### src/rtl/perceptron_predict_train.sv
// -----------------------------------------------------------------------------
// perceptron_predict_train
//
// Front-end controller for the perceptron weight table. It drives the table
// read index, sums the returned weights against the committed global history,
// and emits a taken/not-taken prediction three cycles after the request is
// accepted. Every prediction is parked in a small FIFO until the branch unit
// resolves it. On resolution the controller decides whether to train and, if
// so, drives the table's update port for one cycle.
//
// Handshakes: a transfer happens on a rising clk edge where valid and ready
// are both high. Ready never depends on valid. An offered request or
// resolution is held until accepted. pred_valid is an output-only pulse and
// has no back-pressure.
//
// Ports
//   clk, rst      clock; asynchronous active-high reset
//   req_valid     prediction request
//   req_pc        branch PC
//   req_ready     request accepted when req_valid & req_ready
//   pred_valid    one-cycle prediction pulse
//   pred_taken    1 = taken (y >= 0)
//   pred_y        signed perceptron output
//   res_valid     resolution of the oldest outstanding prediction
//   res_taken     actual branch direction
//   res_ready     resolution accepted when res_valid & res_ready
//   rdIdx         table read index (combinational from req_pc)
//   weights_in    table read data for rdIdx, same cycle, 9-bit 2's complement
//   write         table update strobe (one cycle per training event)
//   wrIdx         table update index
//   ghr           history snapshot for the update (bit k trains weight k)
//   br_outcome    actual outcome for the update
//
// Optional feature macro: PERC_STATS_EN
//   When defined, adds saturating 32-bit counters stat_pred, stat_mispred
//   and stat_train. When undefined, these ports and counters do not exist.
// -----------------------------------------------------------------------------
module perceptron_predict_train #(
  parameter int WEIGHT_NUM = 33,
  parameter int IDX_BITS   = 12,
  parameter int THETA      = 75,
  parameter int INFL_DEPTH = 8
) (
  input  logic                    clk,
  input  logic                    rst,
  input  logic                    req_valid,
  input  logic [31:0]             req_pc,
  output logic                    req_ready,
  output logic                    pred_valid,
  output logic                    pred_taken,
  output logic [15:0]             pred_y,
  input  logic                    res_valid,
  input  logic                    res_taken,
  output logic                    res_ready,
  output logic [IDX_BITS-1:0]     rdIdx,
  input  logic [WEIGHT_NUM*9-1:0] weights_in,
  output logic                    write,
  output logic [IDX_BITS-1:0]     wrIdx,
  output logic [31:0]             ghr,
  output logic                    br_outcome
`ifdef PERC_STATS_EN
  ,
  output logic [31:0]             stat_pred,
  output logic [31:0]             stat_mispred,
  output logic [31:0]             stat_train
`endif
);

  // History terms pair with weights 0..HIST_BITS-1; the last weight is bias.
  localparam int HIST_BITS = WEIGHT_NUM - 1;
  // Adder tree is split into three groups of (up to) eleven terms.
  localparam int NGRP      = 3;
  localparam int GRP       = (WEIGHT_NUM + NGRP - 1) / NGRP;
  localparam int PTR_W     = $clog2(INFL_DEPTH);
  localparam int CNT_W     = PTR_W + 1;
  localparam int SUM_W     = CNT_W + 1;

  // ---------------------------------------------------------------------------
  // Committed history and request acceptance
  // ---------------------------------------------------------------------------
  logic [31:0]      hist;
  logic [CNT_W-1:0] fifo_count;
  logic [SUM_W-1:0] inflight;
  logic             accept;
  logic             pop;

  logic             s1_valid;
  logic             s2_valid;

  // Everything accepted but not yet resolved: pipeline stages plus FIFO.
  // pred_valid counts as in-pipeline; its FIFO push lands at the next edge.
  always_comb begin
    inflight = SUM_W'(fifo_count) + SUM_W'(s1_valid) + SUM_W'(s2_valid)
             + SUM_W'(pred_valid);
  end

  assign req_ready = ~rst & (inflight < SUM_W'(INFL_DEPTH));
  assign accept    = req_valid & req_ready;
  // Read index is forced to zero while reset is held so the table port idles.
  assign rdIdx     = rst ? '0 : req_pc[IDX_BITS+1:2];

  logic unused_pc_bits;
  assign unused_pc_bits = ^{req_pc[31:IDX_BITS+2], req_pc[1:0]};

  // ---------------------------------------------------------------------------
  // Stage registers
  // ---------------------------------------------------------------------------
  logic [WEIGHT_NUM*9-1:0] s1_w;
  logic [31:0]             s1_hist;
  logic [IDX_BITS-1:0]     s1_idx;

  logic signed [15:0]      psum_d [NGRP];
  logic signed [15:0]      s2_psum [NGRP];
  logic [31:0]             s2_hist;
  logic [IDX_BITS-1:0]     s2_idx;

  logic signed [15:0]      y_d;
  logic [IDX_BITS-1:0]     pred_idx;
  logic [31:0]             pred_hist;

  // Signed contribution of one history-paired weight.
  function automatic logic signed [15:0] weight_term(input logic [8:0] w,
                                                     input logic       pos);
    logic signed [15:0] ext;
    ext = {{7{w[8]}}, w};
    return pos ? ext : -ext;
  endfunction

  // Stage 1: three partial sums; bias weight is always added positively and
  // belongs to the last group.
  always_comb begin
    for (int g = 0; g < NGRP; g++) begin
      psum_d[g] = '0;
    end
    for (int k = 0; k < HIST_BITS; k++) begin
      psum_d[k / GRP] = psum_d[k / GRP] + weight_term(s1_w[9*k +: 9], s1_hist[k]);
    end
    psum_d[NGRP-1] = psum_d[NGRP-1]
                   + {{7{s1_w[9*HIST_BITS + 8]}}, s1_w[9*HIST_BITS +: 9]};
  end

  // Stage 2: final sum. Range is bounded by 33*256, so 16 bits never wrap.
  always_comb begin
    y_d = s2_psum[0] + s2_psum[1] + s2_psum[2];
  end

  always_ff @(posedge clk or posedge rst) begin
    if (rst) begin
      s1_valid   <= 1'b0;
      s1_w       <= '0;
      s1_hist    <= '0;
      s1_idx     <= '0;
      s2_valid   <= 1'b0;
      s2_psum    <= '{default: '0};
      s2_hist    <= '0;
      s2_idx     <= '0;
      pred_valid <= 1'b0;
      pred_y     <= '0;
      pred_taken <= 1'b0;
      pred_idx   <= '0;
      pred_hist  <= '0;
    end else begin
      s1_valid <= accept;
      if (accept) begin
        s1_w    <= weights_in;
        s1_hist <= hist;
        s1_idx  <= rdIdx;
      end
      s2_valid <= s1_valid;
      if (s1_valid) begin
        s2_psum <= psum_d;
        s2_hist <= s1_hist;
        s2_idx  <= s1_idx;
      end
      pred_valid <= s2_valid;
      if (s2_valid) begin
        pred_y     <= y_d;
        pred_taken <= ~y_d[15];
        pred_idx   <= s2_idx;
        pred_hist  <= s2_hist;
      end
    end
  end

  // ---------------------------------------------------------------------------
  // Outstanding-prediction FIFO
  // ---------------------------------------------------------------------------
  logic [IDX_BITS-1:0] fifo_idx  [INFL_DEPTH];
  logic [31:0]         fifo_hist [INFL_DEPTH];
  logic [15:0]         fifo_y    [INFL_DEPTH];
  logic [PTR_W-1:0]    wr_ptr;
  logic [PTR_W-1:0]    rd_ptr;
  logic                push;

  assign push      = pred_valid;
  // Based on the registered count, so an entry pushed this cycle is not
  // visible to the resolve side until the next cycle.
  assign res_ready = (fifo_count != '0);
  assign pop       = res_valid & res_ready;

  always_ff @(posedge clk) begin
    if (push) begin
      fifo_idx[wr_ptr]  <= pred_idx;
      fifo_hist[wr_ptr] <= pred_hist;
      fifo_y[wr_ptr]    <= pred_y;
    end
  end

  always_ff @(posedge clk or posedge rst) begin
    if (rst) begin
      wr_ptr     <= '0;
      rd_ptr     <= '0;
      fifo_count <= '0;
    end else begin
      if (push) wr_ptr <= wr_ptr + PTR_W'(1);
      if (pop)  rd_ptr <= rd_ptr + PTR_W'(1);
      case ({push, pop})
        2'b10:   fifo_count <= fifo_count + CNT_W'(1);
        2'b01:   fifo_count <= fifo_count - CNT_W'(1);
        default: fifo_count <= fifo_count;
      endcase
    end
  end

  // ---------------------------------------------------------------------------
  // Resolution: training decision and table update port
  // ---------------------------------------------------------------------------
  logic [15:0] head_y;
  logic [15:0] head_abs;
  logic        mispred;
  logic        train;

  always_comb begin
    head_y   = fifo_y[rd_ptr];
    head_abs = head_y[15] ? 16'(-head_y) : head_y;
    mispred  = (~head_y[15]) != res_taken;
    train    = mispred | (head_abs <= 16'(THETA));
  end

  always_ff @(posedge clk or posedge rst) begin
    if (rst) begin
      hist       <= '0;
      write      <= 1'b0;
      wrIdx      <= '0;
      ghr        <= '0;
      br_outcome <= 1'b0;
    end else begin
      write <= pop & train;
      if (pop) begin
        hist <= {hist[30:0], res_taken};
      end
      // Update fields hold their last values when no training happens.
      if (pop && train) begin
        wrIdx      <= fifo_idx[rd_ptr];
        ghr        <= fifo_hist[rd_ptr];
        br_outcome <= res_taken;
      end
    end
  end

`ifdef PERC_STATS_EN
  // ---------------------------------------------------------------------------
  // Saturating statistics counters
  // ---------------------------------------------------------------------------
  always_ff @(posedge clk or posedge rst) begin
    if (rst) begin
      stat_pred    <= '0;
      stat_mispred <= '0;
      stat_train   <= '0;
    end else begin
      if (pred_valid && (stat_pred != '1))
        stat_pred <= stat_pred + 32'd1;
      if (pop && mispred && (stat_mispred != '1))
        stat_mispred <= stat_mispred + 32'd1;
      if (pop && train && (stat_train != '1))
        stat_train <= stat_train + 32'd1;
    end
  end
`endif

endmodule

### config.mk
export PLATFORM = sky130hd
export DESIGN_NAME = perceptron_predict_train
export DESIGN_NICKNAME = d
export VERILOG_FILES = /design/src/rtl/perceptron_predict_train.sv
export SDC_FILE = /design/constraint.sdc
export NUM_CORES = 2
export LEC_CHECK = 0
export ABC_AREA = 1
export BUFFER_PORTS_ARGS = -buffer_cell sky130_fd_sc_hd__buf_2
export CORE_ASPECT_RATIO = 0.6
export CORE_MARGIN = 10
export CORE_UTILIZATION = 40
export CTS_BUF_LIST = sky130_fd_sc_hd__clkbuf_4 sky130_fd_sc_hd__clkbuf_8
export DETAILED_ROUTE_END_ITERATION = 8
export PLACE_DENSITY = 0.62
export SYNTH_ARGS = -nofsm -noshare
export SYNTH_HDL_FRONTEND = slang
export SYNTH_SLANG_ARGS = --single-unit
### constraint.sdc
create_clock -name clk -period 26.1 [get_ports clk]
set_input_delay 0 -clock clk [delete_from_list [all_inputs] [get_ports clk]]
set_output_delay 0 -clock clk [all_outputs]
set_load 0.02 [all_outputs]
# Word level (Yosys, flattened, before mapping)
# Memories as Yosys holds them, arrays and structs flattened. A register that Yosys moved wholly into a read port is not among the register bits.
# Index checks and enable logic that the tools add are counted.
# op_classes
addsub,72
n_eq_ne,3
n_mux,37
n_reduce_logical,3
bitwise_logic,8
order_cmp,2
# op_table
op,count
$mux 16,33
$add 16x16->16,32
$neg 9->16,32
$le 16x7->1 const B,1
$neg 16->16,1
$mux 12,1
$add 5x1->5,2
$pmux 4 s2,1
$add 3x1->3 const B,2
$add 4x1->5,1
$lt 5x4->1 const B,1
$add 4x1->4 const B,1
$and 1x1->1,4
$reduce_bool 4->1,1
$sub 4x1->4 const B,1
$not 1->1,3
$eq 2x1->1 const B,1
$eq 2x2->1 const B,1
$mux 1,2
$reduce_bool 2->1,1
$logic_and 1x1->1,1
$ne 1x1->1,1
$or 1x1->1,1
# totals
n_memories,3
word_cells,149
out_inout_bits,78
mem_bits_rw,480
regBits,541
# memory_table
name,depth,width,rd,rd_clocked_by_memory_dff,write_ports,line_no,text
fifo_hist,8,32,1,1,1,189,logic [31:0] fifo_hist [INFL_DEPTH];
fifo_y,8,16,1,0,1,190,logic [15:0] fifo_y [INFL_DEPTH];
fifo_idx,8,12,1,1,1,188,logic [IDX_BITS-1:0] fifo_idx [INFL_DEPTH];

# Depth between registers and ports, before layout
# logic_depth
depth_word,12
depth_mapped,35

# Worst setup path before layout
# Ideal clock, no wire load.
# synth_path
path_kind,input port to flip-flop
startpoint,input rst
endpoint,register s1_w[10]
arrival_time_ns,14.005
required_ns,26.017
slack_ns,12.013
setup_ns,0.083
path_buffers,3
stages,10
path_cell_list,inv_1 > nand2_1 > inv_1 > nand2_1 > inv_1 > clkbuf_1 > clkbuf_1 > clkbuf_1 > nand2_1 > o21ai_0
# synth_via
elab_chain_len,3
# synth_rtl
element,line_no,text
start: declaration,45,"input logic rst,"
$not 1->1,97,assign req_ready = ~rst & (inflight < SUM_W'(INFL_DEPTH));
$and 1x1->1,97,
named net req_ready,48,"output logic req_ready,"
$and 1x1->1,98,assign accept = req_valid & req_ready;
end signal: assignment,165,s1_w <= weights_in;
end: declaration,108,logic [WEIGHT_NUM*9-1:0] s1_w;
# The timed path passes the listed nets, and every way through them passes these cells.
# A chain may end at the register's enable or synchronous reset.

# Worst setup path after layout
# layout_path
startpoint,register s1_w[18]
endpoint,register s2_psum[47] in the netlist's numbering
# layout_via
elab_chain_len,11
# layout_rtl
element,line_no,text
$neg 9->16,126,return pos ? ext : -ext;
$mux 16 *,126,
$add 16x16->16 * (9 in a row),136,"psum_d[k / GRP] = psum_d[k / GRP] + weight_term(s1_w[9*k +: 9], s1_hist[k]);"
end signal: assignment,171,s2_psum <= psum_d;
end: declaration,113,logic signed [15:0] s2_psum [NGRP];
# Every way passes the cells marked *; elsewhere a longest branch is shown, timed or not.

==> flow_summary_export.csv <==
group,metric,value,unit
global_route,grt_pass1_vias,48700,
critical_path,crit_type,"reg2reg",
yosys,synth_nets,7261,
flow_run,drv_cap,0,
clock_network,cts_tree,"done",
clock_network,holdBufCountCts,703,
yosys,synth_top_cells_by_count,"nand2_1, inv_1, o21ai_0, dfrtp_1, edfxtp_1",
critical_path,cp.required,26900,ps
timing,fmax,0.151,GHz
finish,area_delta_synth_final,24.4,%
route,finalWirelength,186000,um
yosys,synth_top_area_frac,0.243,
timing,hold_viol,0,
die,rows,110,
timing,fin_crit,6620,ps
global_route,grt_max_degree,161,
clock_network,clk_pin_slew,70,ps
route,wire_per_inst,19.2,um
clock_network,clock_latency,940,ps
timing,fin_crit_sh,0.254,
critical_path,end_kind,"flip-flop",
yosys,ys_seq_area_frac,0.481,
route,ant_nets,1,
yosys,netlist_instances,6413,
timing,setup_tns,0,ps
global_route,grt_pass1_wl,287000,um
clock_network,clk_path_buf_depth,3,
clock_network,h-tree-depth,4,
yosys,synthXorXnorAreaFrac,0.0380,
die,ios,412,
placed_design,gp_congestion,0.913,
clock_network,cts-resized-gates,0,
yosys,ys.flop_type,"dfrtp_1",
critical_path,worst_path_max_delay_cell,"nor4_1",
yosys,async_flop_share,0.549,
die,die_h,321,um
clock_network,postCtsSetupBuffers,0,
global_route,antenna_found_initial,17,
die,initial_utilization,0.403,
route,viasPerCell,4.97,
yosys,synthAdderAreaFrac,0.157,
critical_path,crit_path_max_fanout,5,
yosys,synth_area_leaders,"dfrtp_1, edfxtp_1, fa_1",
clock_network,cts_buffers,169,
timing,rsz0062_at_grt,"no",
global_route,gr-usage-all-layers,0.219,
clock_network,cts_sinks,1065,
yosys,synth-edff-count,480,
timing,drv_slew,0,
global_route,grt_overflow_total,0,
route,dr.first_iter.drc_count,4503,
critical_path,cp.arrival,7420,ps
route,drc_errors,0,
die,core,150000,sq um
yosys,synth_simple_gate_area_frac,0.151,
timing,setup_viol,0,
critical_path,max_stage_delay,800,ps
critical_path,cp_common_cell,"inv_1",
yosys,synth_top_area_cell,"dfrtp_1",
timing,slew_headroom,0.273,
yosys,synth_area,60400,sq um
yosys,synth_cell_types,48,
min_path,hold_class,"in2reg",
critical_path,startpoint_type,"flip-flop",
placed_design,dp_hpwl,124000,um
placed_design,io_buffers,391,
die,die_x,522,um
finish,n_fill_cell,13400,
route,first_pass_iters,6,
yosys,synth_top_family_by_area,"adder cells",
yosys,yosysWarnings,0,
clock_network,cts-root-buf,"clkbuf_8",
timing,tightestPinTransition,1080,ps
yosys,synth-compound-area-share,0.0891,
yosys,synthMuxAreaShare,0.000166,
status,violations,"antenna violations",
timing,fin_skew,76.7,ps
yosys,ys_ff_latch,1065,
finish,drive_above_1_share,0.102,
yosys,synth.most_common_cell,"nand2_1",
finish,nNetsFinal,8326,
yosys,avgSynthCellArea,9.41,sq um
route,vias,48000,
status,status,"finished with violations",
die,die-area,167000,sq um
kinds of logic (layout without fill, tap and decap cells):
logic type	Yosys count	count (layout)
xor gates and xnor gates	262	262
adders and majority gates	514	514
muxes	1	1
DFF	1065	1065
other	0	23
and+or+nand+nor	2279	2279
AOI/OAI and AO/OA	984	984
buffers and inverters	1308	2515
flip-flops by register name, indices dropped and copies added (netlist names), 3 cells and up:
signal / flops
fifo_hist: 256
s1_idx: 12
fifo_count: 4
pred_idx: 12
s1_w: 297
pred_y: 16
hist: 32
s2_psum: 48
fifo_y: 128
s2_idx: 12
pred_hist: 32
fifo_idx: 96
s2_hist: 32
s1_hist: 32
wr_ptr: 3
ghr: 32
wrIdx: 12
rd_ptr: 3
layer usage:
metal | vias up | part of all wire | GRT usage
met1 | 23400 | 0.46 | 0.321
li1 | 22500 | - | -
met4 | 2 | 0.027 | 0.0643
met3 | 356 | 0.082 | 0.0497
met5 | - | 0.000070 | 0
met2 | 1806 | 0.43 | 0.322
metrics by stage:
step / hold slack, ps / instance area (sq um) / setup slack (ps) / utilization / std cells
after floorplan: 79.8 / 60400 / 9710 / - / 6413
after global placement: 193 / 64200 / 19620 / 0.429 / 8620
after detailed placement: 198 / 64200 / 19610 / 0.429 / 8620
after CTS: 126 / 75000 / 19610 / 0.501 / 9636
after global routing: 206 / 75100 / 18970 / 0.501 / 9651
final: 194 / 75100 / 19480 / 0.501 / 9659
path summary, 6_finish.rpt:
check,to,start,depth (start not counted),slack (ps)
min reg2reg,wrIdx[5],wrIdx[5],2,470
min in group asynchronous,pred_hist[24],rst,4,510
min,s1_w[296],weights_in[296],4,190
max in group asynchronous,s1_w[14],rst,7,22790
max reg2reg,s2_psum[47],s1_w[18],30,19480
max,s2_psum[47],s1_w[18],30,19480
area by class of cell:
type	count	area, sq um	area share
diodes	23	57.6	0.000766
clock buffers	241	3070	0.0408
clock inverters	72	704	0.00938
inverters	1068	4030	0.0537
multi-input cells	4040	26400	0.351
flip-flops and latches	1065	29100	0.387
well taps	2016	2520	0.0336
repair buffers	1134	9290	0.124
cell usage in the layout, fill, tap and decap left out, types with 30 or more instances in the layout:
cell type / n
ha_1: 109
a32o_1: 44
o22ai_1: 52
fa_1: 405
o21ai_0: 685
dlygate4sd3_1: 703
xnor2_1: 51
buf_4: 40
dfrtp_1: 582
clkbuf_8: 201
edfxtp_1: 480
nand3_1: 241
clkbuf_4: 40
buf_2: 391
nor2_1: 349
inv_1: 1058
nor3_1: 52
nand2_1: 1557
a21oi_1: 125
clkinv_2: 30
xor2_1: 211
critical path: cells and delay by family, from the launching register on:
family / cells / cell delay (ps)
AND/OR/NAND/NOR: 13 / 1990
adder cells (fa/ha/maj): 7 / 3250
buffers and inverters: 7 / 510
AO/OA/AOI/OAI: 3 / 390
flip-flops: 1 / 400
Power is left out: the tool's default activity adds up to more than one toggle a clock period on the data nets, which glitch-free logic cannot reach.
